## config.mk

```make
export PLATFORM = sky130hd
export DESIGN_NAME = au_add_pipe
export DESIGN_NICKNAME = d
export VERILOG_FILES = /design/src/rtl/au_add_pipe.sv
export SDC_FILE = /design/constraint.sdc
export NUM_CORES = 1
export LEC_CHECK = 0
export BUFFER_PORTS_ARGS = -buffer_cell sky130_fd_sc_hd__buf_2
export CORE_MARGIN = 2
export CORE_UTILIZATION = 57
export DETAILED_ROUTE_END_ITERATION = 12
export PLACE_DENSITY = 0.84
export SYNTH_ARGS = -nofsm -noshare
export SYNTH_HDL_FRONTEND = slang
export SYNTH_SLANG_ARGS = --single-unit
```

## constraint.sdc

```tcl
create_clock -name clk -period 4.4 [get_ports clk]
set_input_delay 0.22 -clock clk [delete_from_list [all_inputs] [get_ports clk]]
set_output_delay 0.22 -clock clk [all_outputs]
set_load 0.02 [all_outputs]
```

## src/rtl/au_add_pipe.sv

```systemverilog
`timescale 1ns/1ps
`default_nettype none
// ============================================================================
// au_add_pipe : segmented pipelined add/subtract unit with prefix-tree segments
// Rev 1.0     : initial release
// ============================================================================
module au_add_pipe #(
    parameter int WIDTH  = 16,
    parameter int STAGES = 2,
    parameter int ARCH   = 0
) (
    input  logic             clk,
    input  logic             rst_n,
    input  logic             in_valid,
    output logic             in_ready,
    input  logic [WIDTH-1:0] a,
    input  logic [WIDTH-1:0] b,
    input  logic             ci,
    input  logic             sub,
    output logic             out_valid,
    input  logic             out_ready,
    output logic [WIDTH-1:0] s,
    output logic             co,
    output logic             ov
);
    localparam int SEG    = WIDTH / STAGES;
    localparam int LAST_W = WIDTH - (STAGES - 1) * SEG;

    logic             adv;
    logic             out_valid_q, co_q, ov_q;
    logic [WIDTH-1:0] s_q;
    logic             out_valid_d, co_d, ov_d;
    logic [WIDTH-1:0] s_d;

    assign adv      = out_ready | ~out_valid_q;
    assign in_ready = adv;

    for (genvar k = 0; k < STAGES; k++) begin : g_stage
        localparam int LO     = k * SEG;
        localparam int SW     = (k == STAGES - 1) ? LAST_W : SEG;
        localparam int HI     = LO + SW;
        localparam int BK_TOP = (SW > 1) ? (1 << ($clog2(SW) - 1)) : 1;

        logic [WIDTH-1:LO] a_x, b_x;
        logic [HI-1:0]     sum_x;
        logic              c_x, v_x;
        logic [SW-1:0]     seg_s;
        logic              seg_co;

        if (k == 0) begin : g_in
            assign a_x   = a;
            assign b_x   = sub ? ~b : b;
            assign c_x   = ci ^ sub;
            assign v_x   = in_valid;
            assign sum_x = seg_s;
        end else begin : g_reg
            // Upper operand bits ride along (skew); finished low sum bits wait (deskew).
            logic [WIDTH-1:LO] a_q, b_q;
            logic [LO-1:0]     lo_q;
            logic              c_q, v_q;

            always_ff @(posedge clk or negedge rst_n) begin
                if (!rst_n) begin
                    a_q  <= '0;
                    b_q  <= '0;
                    lo_q <= '0;
                    c_q  <= 1'b0;
                    v_q  <= 1'b0;
                end else if (adv) begin
                    a_q  <= g_stage[k-1].a_x[WIDTH-1:LO];
                    b_q  <= g_stage[k-1].b_x[WIDTH-1:LO];
                    lo_q <= g_stage[k-1].sum_x;
                    c_q  <= g_stage[k-1].seg_co;
                    v_q  <= g_stage[k-1].v_x;
                end
            end

            assign a_x   = a_q;
            assign b_x   = b_q;
            assign c_x   = c_q;
            assign v_x   = v_q;
            assign sum_x = {seg_s, lo_q};
        end

        logic [SW-1:0] pg_p0, pg_g, pg_p, pg_gn, pg_pn;
        logic [SW:0]   pg_c;

        // Carry-in folded into bit 0 generate, so group generates are the carries.
        always_comb begin
            pg_p0   = a_x[HI-1:LO] ^ b_x[HI-1:LO];
            pg_g    = a_x[HI-1:LO] & b_x[HI-1:LO];
            pg_p    = pg_p0;
            pg_gn   = '0;
            pg_pn   = '0;
            pg_g[0] = pg_g[0] | (pg_p0[0] & c_x);
            if (ARCH == 0) begin
                for (int d = 1; d < SW; d = d * 2) begin
                    pg_gn = pg_g;
                    pg_pn = pg_p;
                    for (int i = d; i < SW; i++) begin
                        pg_gn[i] = pg_g[i] | (pg_p[i] & pg_g[i-d]);
                        pg_pn[i] = pg_p[i] & pg_p[i-d];
                    end
                    pg_g = pg_gn;
                    pg_p = pg_pn;
                end
            end else if (ARCH == 1) begin
                for (int d = 1; d < SW; d = d * 2) begin
                    for (int i = 0; i < SW; i++) begin
                        if ((i & d) != 0) begin
                            pg_g[i] = pg_g[i] | (pg_p[i] & pg_g[(i / (2 * d)) * 2 * d + d - 1]);
                            pg_p[i] = pg_p[i] & pg_p[(i / (2 * d)) * 2 * d + d - 1];
                        end
                    end
                end
            end else begin
                for (int d = 1; d < SW; d = d * 2) begin
                    for (int i = 2 * d - 1; i < SW; i = i + 2 * d) begin
                        pg_g[i] = pg_g[i] | (pg_p[i] & pg_g[i-d]);
                        pg_p[i] = pg_p[i] & pg_p[i-d];
                    end
                end
                for (int d = BK_TOP; d >= 1; d = d / 2) begin
                    for (int i = 3 * d - 1; i < SW; i = i + 2 * d) begin
                        pg_g[i] = pg_g[i] | (pg_p[i] & pg_g[i-d]);
                        pg_p[i] = pg_p[i] & pg_p[i-d];
                    end
                end
            end
            pg_c   = {pg_g, c_x};
            seg_s  = pg_p0 ^ pg_c[SW-1:0];
            seg_co = pg_c[SW];
        end
    end

    // Carry into the MSB is recovered as s^a^b' at the top bit.
    assign s_d         = g_stage[STAGES-1].sum_x;
    assign co_d        = g_stage[STAGES-1].seg_co;
    assign ov_d        = s_d[WIDTH-1] ^ g_stage[STAGES-1].a_x[WIDTH-1]
                       ^ g_stage[STAGES-1].b_x[WIDTH-1] ^ co_d;
    assign out_valid_d = g_stage[STAGES-1].v_x;

    always_ff @(posedge clk or negedge rst_n) begin
        if (!rst_n) begin
            s_q         <= '0;
            co_q        <= 1'b0;
            ov_q        <= 1'b0;
            out_valid_q <= 1'b0;
        end else if (adv) begin
            s_q         <= s_d;
            co_q        <= co_d;
            ov_q        <= ov_d;
            out_valid_q <= out_valid_d;
        end
    end

    assign s         = s_q;
    assign co        = co_q;
    assign ov        = ov_q;
    assign out_valid = out_valid_q;

endmodule
`default_nettype wire

```

==> metrics <==
pre-CTS WS=1530 ps; Arr. time, crit path=2760 ps; cts bufs inserted=5; register area share after synthesis=0.462; clk_lat worst skew=290 ps; R2R Setup Slk=2080 ps; Setup CP Type=primary input to flip-flop; DRC=0; Post-synth EDFFs=0; Pwr Density=492 nW/um^2; Pre-Repair DR Iteration Count=4; clock tree buffer depth=2; mux cell area share after synthesis=0.00462; synth unique cells=30; Synth Area per Inst=9.52 sq um; Pwr Total=1400 uW; Post-Synth Simple-Gate Area=0.146; main combinational cell family by area after synthesis=simple AND/OR/NAND/NOR gates; Compound-Gate Fraction of Synth Area=0.139; placed cell area=2760 sq um; Min-Delay Path Class=primary input to asynchronous set/reset pin; final hold vios=0; Syn Nets=312; reg2reg path depth=9; Adder-Cell Fraction of Synth Area=0.105; CTS Sinks=45; clock-pin slew on the worst setup and hold paths=80 ps; synthesis-stage register bit count=45; relative slew slack=0.347; Design Area, Final=2840 sq um; Netlist Area Pre-Place=2440 sq um; vias per cell=5.19; ys async rst share=1.00; setup violators final=0; final worst slack=1800 ps; top post-synthesis cells by area=dfrtp_1 (46%), nand2_1 (12%), ha_1 (7.2%); Critical R2R Capture=ov$_DFFE_PN0P_; num rows=23; Slowest-stage cell, CP=fa_1; H-tree Lvls=2; Post-Route WL=4640 microns; IO buf count=57; setup TNS=0 ps; vias=1873; hold_buf cts=0; All-Layer GR Usage=0.208; Yosys warning count=0; met3 usage=0.0378; die height=69.4 microns; Ports=58; post-synthesis xor/xnor area fraction=0.113; Worst Path Buf+Inv=1; area grow syn2layout=16.6%; Max Transition Viols Final=0; top_reg_cell synth=dfrtp_1; Core Area=4060 sq um; slowest stage delay, CP=470 ps; worst clock skew=4.62 ps; family with the most delay on the worst path=adder cells; RSZ-0062 raised after global routing=false; min Tclk post-route=2600 ps; status=finished clean; Routed Antenna Nets=0; Leak=0.00146 uW; Die W=69.4 microns; met1 Use GR=0.266; Die ar.=4810 sq um; Clk Tree Root Cell=clkbuf_8; placed cells=353; layout cells sized above 1=0.228; diode count=0; Crit path required time=4560 ps; Fmax=0.385 GHz; max cap viols=0; final period utilization=0.590; GRT overflow=0; Syn Inst Count=256; worst flop-to-flop path startpoint=g_stage[1].a_x[8]$_DFFE_PN0P_; Initial Util=0.601; NumNets Final=366; share of Yosys cell area claimed by the top area cell type=0.462; leading area contributor after synthesis=dfrtp_1; post-DR wirelength/cell=12.9 microns; Post-CTS Setup Bufs=0; Tightest Pin Transition=979 ps; CP startpoint kind=primary input; CTS tree=done; post-DP HPWL=3360 microns; GR Layer Usage met2=0.343; initial drt markers=116; Non-Filler Instances=361; gr busiest metal=met2; initial antenna violation count=0; crit path max fanout=17; Worst IR Drop VDD=0.268 mV; GP Congestion=0.828; crit path cell chain=buf_2 > xor2_1 > fa_1 > fa_1 > a21o_1 > a21oi_1 > o21bai_1 > a21oi_1 > xor2_1 > o21ai_0; CP endpoint kind=flip-flop; top-count cell post-synth=nand2_1; # resized after CTS=0; most frequent cells after synthesis=nand2_1 (75), dfrtp_1 (45), o21ai_0 (21), xnor2_1 (15); first-pass GRT wire length=7960 microns; vias in the first global route=1789; largest net degree at the start of global routing=53
==> worst max-delay path by stage <==
stage | slack (ps) | from | depth (start not counted) | end
after CTS | 1790 | sub | 10 | g_stage[1].g_reg.lo_q[6]$_DFFE_PN0P_
after floorplan | 1800 | sub | 11 | g_stage[1].g_reg.lo_q[6]$_DFFE_PN0P_
after global routing | 1650 | sub | 10 | g_stage[1].g_reg.lo_q[6]$_DFFE_PN0P_
after detailed placement | 1530 | sub | 10 | g_stage[1].g_reg.lo_q[6]$_DFFE_PN0P_
after global placement | 1700 | sub | 10 | g_stage[1].g_reg.lo_q[6]$_DFFE_PN0P_
final | 1800 | sub | 10 | g_stage[1].g_reg.lo_q[6]$_DFFE_PN0P_
==> power breakdown <==
| group | leakage (uW) | total (uW) | internal, uW | switching, uW |
|---|---|---|---|---|
| sequential | 0.000537 | 597 | 532 | 64.7 |
| combinational | 0.000881 | 560 | 237 | 322 |
| clock | 0.0000450 | 241 | 110 | 131 |
| total | 0.00146 | 1400 | 879 | 518 |
==> through the flow <==
stage          utilization  hold WS, ps
2_1_floorplan            -        -75.6
3_3_place_gp         0.680          419
3_5_place_dp         0.680          420
4_1_cts              0.701          110
5_1_grt              0.701          122
6_report             0.701         83.0
==> cell families (layout without fill, tap and decap cells) <==
kind of cell / after synthesis / after routing
and+or+nand+nor: 91 / 91
muxes: 1 / 1
xor gates and xnor gates: 30 / 30
buffers and inverters: 19 / 74
adders and majority gates: 18 / 18
AOI/OAI and AO/OA: 52 / 52
DFF: 45 / 45
==> state kept, by name (all words and copies together) (netlist names) <==
| signal | cells |
|---|---|
| s | 16 |
| g_stage.a_x | 8 |
| g_stage.b_x | 8 |
| g_stage.g_reg.lo_q | 8 |
| co | 1 |
| g_stage.c_x | 1 |
| g_stage.g_reg.v_q | 1 |
| out_valid | 1 |
| ov | 1 |
==> cell type report <==
type / count / area, sq um
sequential: 45 / 1130
clock buffer: 6 / 72.6
timing repair buffer: 59 / 300
inverter: 7 / 26.3
tap: 50 / 62.6
clock inverter: 2 / 10.0
multi-input combinational: 192 / 1240
fill: 312 / 1210
==> per-layer routing <==
metal  up-vias  part of all wire
li1        946                 -
met1       874              0.44
met2        45              0.50
met3         8             0.040
met4         0             0.022
met5         -                 0
==> worst reg2reg max path, cell delays in order, from the launching register on <==
cell and delay, ps:
dfrtp_1 410, fa_1 450, inv_1 80, fa_1 200
nor2b_1 70, o31a_2 310, o211ai_1 180, o2bb2ai_1 170
xnor2_1 100, mux2_2 260
==> placed cells by master, fill, tap and decap left out, drive strengths merged <==
cell	netlist	final
nand2	75	75
buf	2	59
dfrtp	45	45
o21ai	22	22
xnor2	15	15
xor2	14	14
ha	14	14
a21oi	12	12
nor2	10	10
inv	7	7
clkbuf	10	6
a21o	4	4
fa	4	4
nand2b	2	2
o211a	2	2
a211oi	2	2
o21bai	2	2
a211o	2	2
clkinv	0	2
nor2b	2	2
o21a	1	1
o31a	1	1
a32oi	1	1
o211ai	1	1
o2bb2ai	1	1
xnor3	1	1
mux2	1	1
a31oi	1	1
and2	1	1
nand3	1	1
Power figures use the tool's default switching activity.
